===== config.mk =====
export PLATFORM = sky130hd
export DESIGN_NAME = pipelined_prefix_adder_flat
export DESIGN_NICKNAME = d
export VERILOG_FILES = /design/src/rtl/prefix_adder_pkg.sv /design/src/rtl/pipelined_prefix_adder_if.sv /design/src/rtl/prefix_cell.sv /design/src/rtl/pipelined_prefix_adder.sv /design/src/flat_wrapper.sv
export SDC_FILE = /design/constraint.sdc
export NUM_CORES = 1
export LEC_CHECK = 0
export ABC_CLOCK_PERIOD_IN_PS = 2270
export BUFFER_PORTS_ARGS = -buffer_cell sky130_fd_sc_hd__buf_2
export CAP_MARGIN = 30
export CORE_ASPECT_RATIO = 0.7
export CORE_MARGIN = 8
export CORE_UTILIZATION = 50
export DETAILED_ROUTE_END_ITERATION = 8
export GPL_ROUTABILITY_DRIVEN = 0
export PLACE_DENSITY = 0.71
export SYNTH_ARGS = -nofsm -noshare
export SYNTH_HDL_FRONTEND = slang
export SYNTH_HIERARCHICAL = 1
export SYNTH_SLANG_ARGS = --single-unit

===== constraint.sdc =====
create_clock -name clk -period 2.27 [get_ports clk]
set_clock_uncertainty 0.15 [all_clocks]
set_input_delay 0 -clock clk [delete_from_list [all_inputs] [get_ports clk]]
set_output_delay 0 -clock clk [all_outputs]
set_load 0.005 [all_outputs]

===== src/rtl/prefix_adder_pkg.sv =====
// Shared types and elaboration helpers for the pipelined Kogge-Stone adder.
package prefix_adder_pkg;

   typedef enum logic {OP_ADD = 1'b0, OP_SUB = 1'b1} op_e;

   function automatic int clog2_pow2(input int n);
      int r;
      r = 0;
      for (int i = 0; i < 31; i++) begin
         if ((1 << i) < n) r = i + 1;
      end
      return r;
   endfunction

   function automatic bit params_ok(input int width, input int stages);
      return (width >= 4) && ((width & (width - 1)) == 0) &&
             (stages >= 1) && (stages <= clog2_pow2(width) + 1);
   endfunction

   // Index of the register bank placed after prefix level k (0 = none).
   // The last bank is excluded: it always sits after level l and holds the result.
   function automatic int bank_at(input int k, input int l, input int s);
      for (int i = 1; i < s; i++) begin
         if ((i * l) / s == k) return i;
      end
      return 0;
   endfunction

endpackage


===== src/rtl/pipelined_prefix_adder_if.sv =====
// Operand/result stream bundle for pipelined_prefix_adder.
interface pipelined_prefix_adder_if #(parameter int WIDTH = 16);
   import prefix_adder_pkg::*;

   logic             flush;
   logic             in_valid;
   logic             in_ready;
   logic [WIDTH-1:0] x;
   logic [WIDTH-1:0] y;
   logic             ci;
   op_e              op;
   logic             out_valid;
   logic             out_ready;
   logic [WIDTH-1:0] sum;
   logic             co;
   logic             ovf;

   modport slave (
      input  flush, in_valid, x, y, ci, op, out_ready,
      output in_ready, out_valid, sum, co, ovf
   );

   modport master (
      output flush, in_valid, x, y, ci, op, out_ready,
      input  in_ready, out_valid, sum, co, ovf
   );

endinterface


===== src/rtl/prefix_cell.sv =====
// Kogge-Stone group combine: (G,P) o (G',P') = (G | P&G', P&P').
module prefix_cell (
   input  logic g_hi,
   input  logic p_hi,
   input  logic g_lo,
   input  logic p_lo,
   output logic g,
   output logic p
);

   assign g = g_hi | (p_hi & g_lo);
   assign p = p_hi & p_lo;

endmodule


===== src/rtl/pipelined_prefix_adder.sv =====
// Pipelined Kogge-Stone add/sub with valid/ready stream, flush and global stall.
// Entry 0 of every G/P vector is the carry-in (bit -1); entry i+1 is operand bit i.
module pipelined_prefix_adder
   import prefix_adder_pkg::*;
#(
   parameter int WIDTH  = 16,
   parameter int STAGES = 2
) (
   input  logic                     clk,
   input  logic                     rst_n,
   pipelined_prefix_adder_if.slave  bus
);

   localparam int L = clog2_pow2(WIDTH);
   localparam int N = WIDTH + 1;

   if (!params_ok(WIDTH, STAGES)) begin : g_bad_params
      $fatal(1, "pipelined_prefix_adder: illegal WIDTH/STAGES");
   end

   logic [L:0][N-1:0]     g_c, p_c;
   logic [L:0][WIDTH-1:0] h_c;
   logic [L-1:0][N-1:0]     g_s, p_s;
   logic [L-1:0][WIDTH-1:0] h_s;

   logic              stall, en;
   logic [WIDTH-1:0]  yb;
   logic              cin;
   logic [STAGES:1]   vld_d, vld_q;
   logic [STAGES:0]   vld_pipe;
   logic [WIDTH-1:0]  sum_d, sum_q;
   logic              co_d, co_q, ovf_d, ovf_q;

   // Global enable: every bank holds together while the consumer stalls.
   assign stall = vld_q[STAGES] & ~bus.out_ready;
   assign en    = ~stall;

   assign yb     = (bus.op == OP_SUB) ? ~bus.y : bus.y;
   assign cin    = (bus.op == OP_SUB) ? 1'b1 : bus.ci;
   assign g_c[0] = {bus.x & yb, cin};
   assign p_c[0] = {bus.x | yb, 1'b0};
   assign h_c[0] = bus.x ^ yb;

   for (genvar k = 1; k <= L; k++) begin : g_lvl
      localparam int D = 1 << (k - 1);
      assign h_c[k] = h_s[k-1];
      for (genvar i = 0; i < N; i++) begin : g_bit
         if (i >= D) begin : g_cell
            prefix_cell u_cell (
               .g_hi (g_s[k-1][i]),
               .p_hi (p_s[k-1][i]),
               .g_lo (g_s[k-1][i-D]),
               .p_lo (p_s[k-1][i-D]),
               .g    (g_c[k][i]),
               .p    (p_c[k][i])
            );
         end else begin : g_pass
            assign g_c[k][i] = g_s[k-1][i];
            assign p_c[k][i] = p_s[k-1][i];
         end
      end
   end

   for (genvar k = 0; k < L; k++) begin : g_bank
      if (bank_at(k, L, STAGES) != 0) begin : g_reg
         logic [N-1:0]     g_q, p_q;
         logic [WIDTH-1:0] h_q;
         always_ff @(posedge clk or negedge rst_n) begin
            if (!rst_n) begin
               g_q <= '0;
               p_q <= '0;
               h_q <= '0;
            end else if (en) begin
               g_q <= g_c[k];
               p_q <= p_c[k];
               h_q <= h_c[k];
            end
         end
         assign g_s[k] = g_q;
         assign p_s[k] = p_q;
         assign h_s[k] = h_q;
      end else begin : g_wire
         assign g_s[k] = g_c[k];
         assign p_s[k] = p_c[k];
         assign h_s[k] = h_c[k];
      end
   end

   // After L levels entry i covers bits i-1..-1, except entry WIDTH which
   // still needs one more combine with the carry-in to form the carry-out.
   always_comb begin
      sum_d = h_c[L] ^ g_c[L][WIDTH-1:0];
      co_d  = g_c[L][WIDTH] | (p_c[L][WIDTH] & g_c[L][0]);
      ovf_d = co_d ^ g_c[L][WIDTH-1];
   end

   assign vld_pipe = {vld_q, bus.in_valid};

   // Flush beats stall; it also drops the beat offered in the same cycle.
   always_comb begin
      vld_d = vld_q;
      if (bus.flush) begin
         vld_d = '0;
      end else if (en) begin
         for (int s = 1; s <= STAGES; s++) vld_d[s] = vld_pipe[s-1];
      end
   end

   always_ff @(posedge clk or negedge rst_n) begin
      if (!rst_n) begin
         vld_q <= '0;
         sum_q <= '0;
         co_q  <= 1'b0;
         ovf_q <= 1'b0;
      end else begin
         vld_q <= vld_d;
         if (en) begin
            sum_q <= sum_d;
            co_q  <= co_d;
            ovf_q <= ovf_d;
         end
      end
   end

   assign bus.in_ready  = en;
   assign bus.out_valid = vld_q[STAGES];
   assign bus.sum       = sum_q;
   assign bus.co        = co_q;
   assign bus.ovf       = ovf_q;

endmodule

===== src/flat_wrapper.sv =====
// flat-port wrapper written by rule: the top's interface ports become plain ports
module pipelined_prefix_adder_flat import prefix_adder_pkg::*;
#(
   parameter int WIDTH  = 16,
   parameter int STAGES = 2
)
  (clk, rst_n, bus_flush, bus_in_valid, bus_x, bus_y, bus_ci, bus_op, bus_out_ready, bus_in_ready, bus_out_valid, bus_sum, bus_co, bus_ovf);
  pipelined_prefix_adder_if #(.WIDTH(WIDTH)) bus_i ();
  input  logic clk;
  input  logic rst_n;
  input wire logic [$bits(bus_i.flush)-1:0] bus_flush;
  input wire logic [$bits(bus_i.in_valid)-1:0] bus_in_valid;
  input wire logic [$bits(bus_i.x)-1:0] bus_x;
  input wire logic [$bits(bus_i.y)-1:0] bus_y;
  input wire logic [$bits(bus_i.ci)-1:0] bus_ci;
  input wire logic [$bits(bus_i.op)-1:0] bus_op;
  input wire logic [$bits(bus_i.out_ready)-1:0] bus_out_ready;
  output wire logic [$bits(bus_i.in_ready)-1:0] bus_in_ready;
  output wire logic [$bits(bus_i.out_valid)-1:0] bus_out_valid;
  output wire logic [$bits(bus_i.sum)-1:0] bus_sum;
  output wire logic [$bits(bus_i.co)-1:0] bus_co;
  output wire logic [$bits(bus_i.ovf)-1:0] bus_ovf;
  assign bus_i.flush = bus_flush;
  assign bus_i.in_valid = bus_in_valid;
  assign bus_i.x = bus_x;
  assign bus_i.y = bus_y;
  assign bus_i.ci = bus_ci;
  assign bus_i.op = bus_op;
  assign bus_i.out_ready = bus_out_ready;
  assign bus_in_ready = bus_i.in_ready;
  assign bus_out_valid = bus_i.out_valid;
  assign bus_sum = bus_i.sum;
  assign bus_co = bus_i.co;
  assign bus_ovf = bus_i.ovf;
  pipelined_prefix_adder #(.WIDTH(WIDTH), .STAGES(STAGES)) u_core (.clk(clk), .rst_n(rst_n), .bus(bus_i));
endmodule

==> results_dict.tcl <==
set metrics [dict create \
    outcome "finished, final reports clean" \
    port_buffers 58 \
    track_usage_pct 16.10 \
    crit_required_ns 2.33 \
    fp.dieW_um 126.4 \
    num_vias 2745 \
    synthCells 371 \
    clockBufferDepth 2 \
    io_pins 59 \
    antenna_cells 0 \
    die_h_um 93.31 \
    rows 28 \
    worstHoldPathType "input pin to flip-flop" \
    slew_headroom_pct 61.03 \
    setup_tns_ns 0 \
    power_mw 4.015 \
    grt_pass1_wl_um 15140 \
    cts_sinks 66 \
    p_int_mw 2.900 \
    grt_max_degree 37 \
    core_um2 8373 \
    detail_route.vias_per_cell 4.902 \
    cts_tree "built" \
    dpl.hpwl_um 6632 \
    clockPowerShare_pct 32.8 \
    timing.fmax_mhz 625.4 \
    p_leak_nw 2.790 \
    overflow 0 \
    layout-drive-gt1-share_pct 36.04 \
    grt_antenna_before_repair 0 \
    final_util_pct 60.04 \
    cp_data_arrival_time_ns 1.66 \
    initial_utilization_pct 50.99 \
    drtIter0Drc 116 \
    die_area_um2 11800 \
    fin_area_um2 5027 \
    power_frac_seq_pct 40.2 \
    drv_cap 0 \
    min_period_over_period_pct 70.44 \
    drtPass1Iterations 4 \
    critPathLaunchType "flip-flop" \
    post_cts_buffers 0 \
    grt_pass1_vias 3054 \
    insertion_delay_ns 0.33 \
    powerDensity_nw_per_um2 798.6 \
    worst_pin_slew_ns 0.5845 \
    drtAntennaViolNets 0 \
    drv_slew 0 \
    cp-end-kind "flip-flop" \
    fin_nets 521 \
    routedWlPerCell_um 15.74 \
    finalSetupViolations 0 \
    p_sw_share_pct 27.78 \
    ys_warn_count 6 \
    h-tree-depth 3 \
    synthesis.area_um2 4269 \
    root_buffer "clkbuf_16" \
    clkSlewWorstSetupHoldPaths_ns 0.05 \
    cts_buffers 9 \
    syn_nets 442 \
    placed_cell_area_um2 4583 \
    timing_worst_setup_path_type "flip-flop to flip-flop" \
    avgSynthCellArea_um2 11.51 \
    vdd_drop_max_uv 461.7 \
    syn2layout_area_growth_pct 17.76 \
    rsz0062_at_grt "no" \
    switchingPower_mw 1.115 \
    wl_um 8816 \
    final_hold_viol_count 0 \
    min_period_ns 1.599 \
    p_comb_share_pct 27.0 \
    worstPathMaxFanout 4 \
    drc 0 \
]
==> repair_timing <==
| action | CTS | global route |
|---|---|---|
| hold buffers | 16 | 0 |
| setup endpoints to repair | 0 | 0 |
| resized for setup | 0 | 0 |
| endpoints found under the hold margin | 39 | 0 |
==> power groups by stage <==
stage,clock network [mW],registers (mW),logic (mW)
final,1.32,1.61,1.09
after global routing,1.40,1.65,1.21
after CTS,1.35,1.61,1.11
after detailed placement,0,1.63,1.07
after global placement,0,1.62,1.05
after floorplan,0,1.61,0.739
==> state kept, by name, indices dropped and copies added, names as in the netlist <==
name,count
u_core/bus.co,1
u_core/bus.ovf,1
u_core/bus.sum,16
u_core/g_bank.g_reg.g_q,17
u_core/g_bank.g_reg.h_q,16
u_core/g_bank.g_reg.p_q,13
u_core/vld_q,2
==> area by class of cell <==
class | instances | area [um^2]
clock buffer | 14 | 274.0
fill | 731 | 3346
timing repair buffer | 80 | 508.0
clock inverter | 2 | 10.01
tap | 105 | 131.4
multi-input combinational | 244 | 2268
sequential | 66 | 1652
inverter | 49 | 183.9
==> final timing paths <==
| check | startpoint | cells past startpoint | to | slack (ns) |
|---|---|---|---|---|
| setup reg to reg | u_core/g_bank[2].g_reg.p_q[8] | 5 | u_core/bus.ovf | 0.67 |
| setup / recovery | u_core/g_bank[2].g_reg.p_q[8] | 5 | u_core/bus.ovf | 0.67 |
| hold reg to reg | u_core/g_bank[2].g_reg.g_q[16] | 1 | u_core/g_bank[2].g_reg.g_q[16] | 0.37 |
| hold / removal | bus_x[6] | 4 | u_core/g_bank[2].g_reg.h_q[6] | 0.01 |
| max in group asynchronous | rst_n | 3 | u_core/g_bank[2].g_reg.g_q[15] | 1.17 |
| min in group asynchronous | rst_n | 2 | u_core/g_bank[2].g_reg.p_q[5] | 0.07 |
==> layout by cell type, fill, tap and decap left out <==
master	count
clkbuf_8	3
nand2b_4	1
a21oi_1	19
xor2_1	1
clkinv_2	2
clkbuf_1	2
clkbuf_16	9
inv_1	49
buf_2	58
nor2_1	19
dlygate4sd3_1	16
buf_12	1
or2_1	1
and2_2	38
ha_1	32
a21oi_2	1
mux2_4	46
buf_4	5
xnor2_1	32
dfrtp_1	66
mux2i_1	1
a21o_1	53
==> routing by layer <==
metal / vias to the layer above / wire length, um / GRT usage (%) / part of all wire, %
met5: - / 0 / 0 / 0
met1: 1328 / 4527 / 21.84 / 51
li1: 1360 / - / - / -
met2: 46 / 3845 / 24.52 / 44
met3: 11 / 327 / 4.205 / 3.7
met4: 0 / 115 / 5.384 / 1.3
==> critical path, cell delays in order (launching register included) <==
cell,delay (ns)
dfrtp_1,0.43
and2_2,0.20
and2_2,0.18
a21oi_1,0.24
xor2_1,0.19
a21oi_1,0.09
==> per-stage QoR <==
step           worst slack [ns]  hold WS, ns  cells
3_3_place_gp             0.4505      -0.1265    528
6_report                 0.6711      0.01300    560
5_1_grt                  0.5638      0.02007    560
3_5_place_dp             0.4267      -0.1214    528
2_1_floorplan            0.6601      -0.4456    371
4_1_cts                  0.6577     0.002671    560
Note: power is estimated with default switching activity, not from simulation.
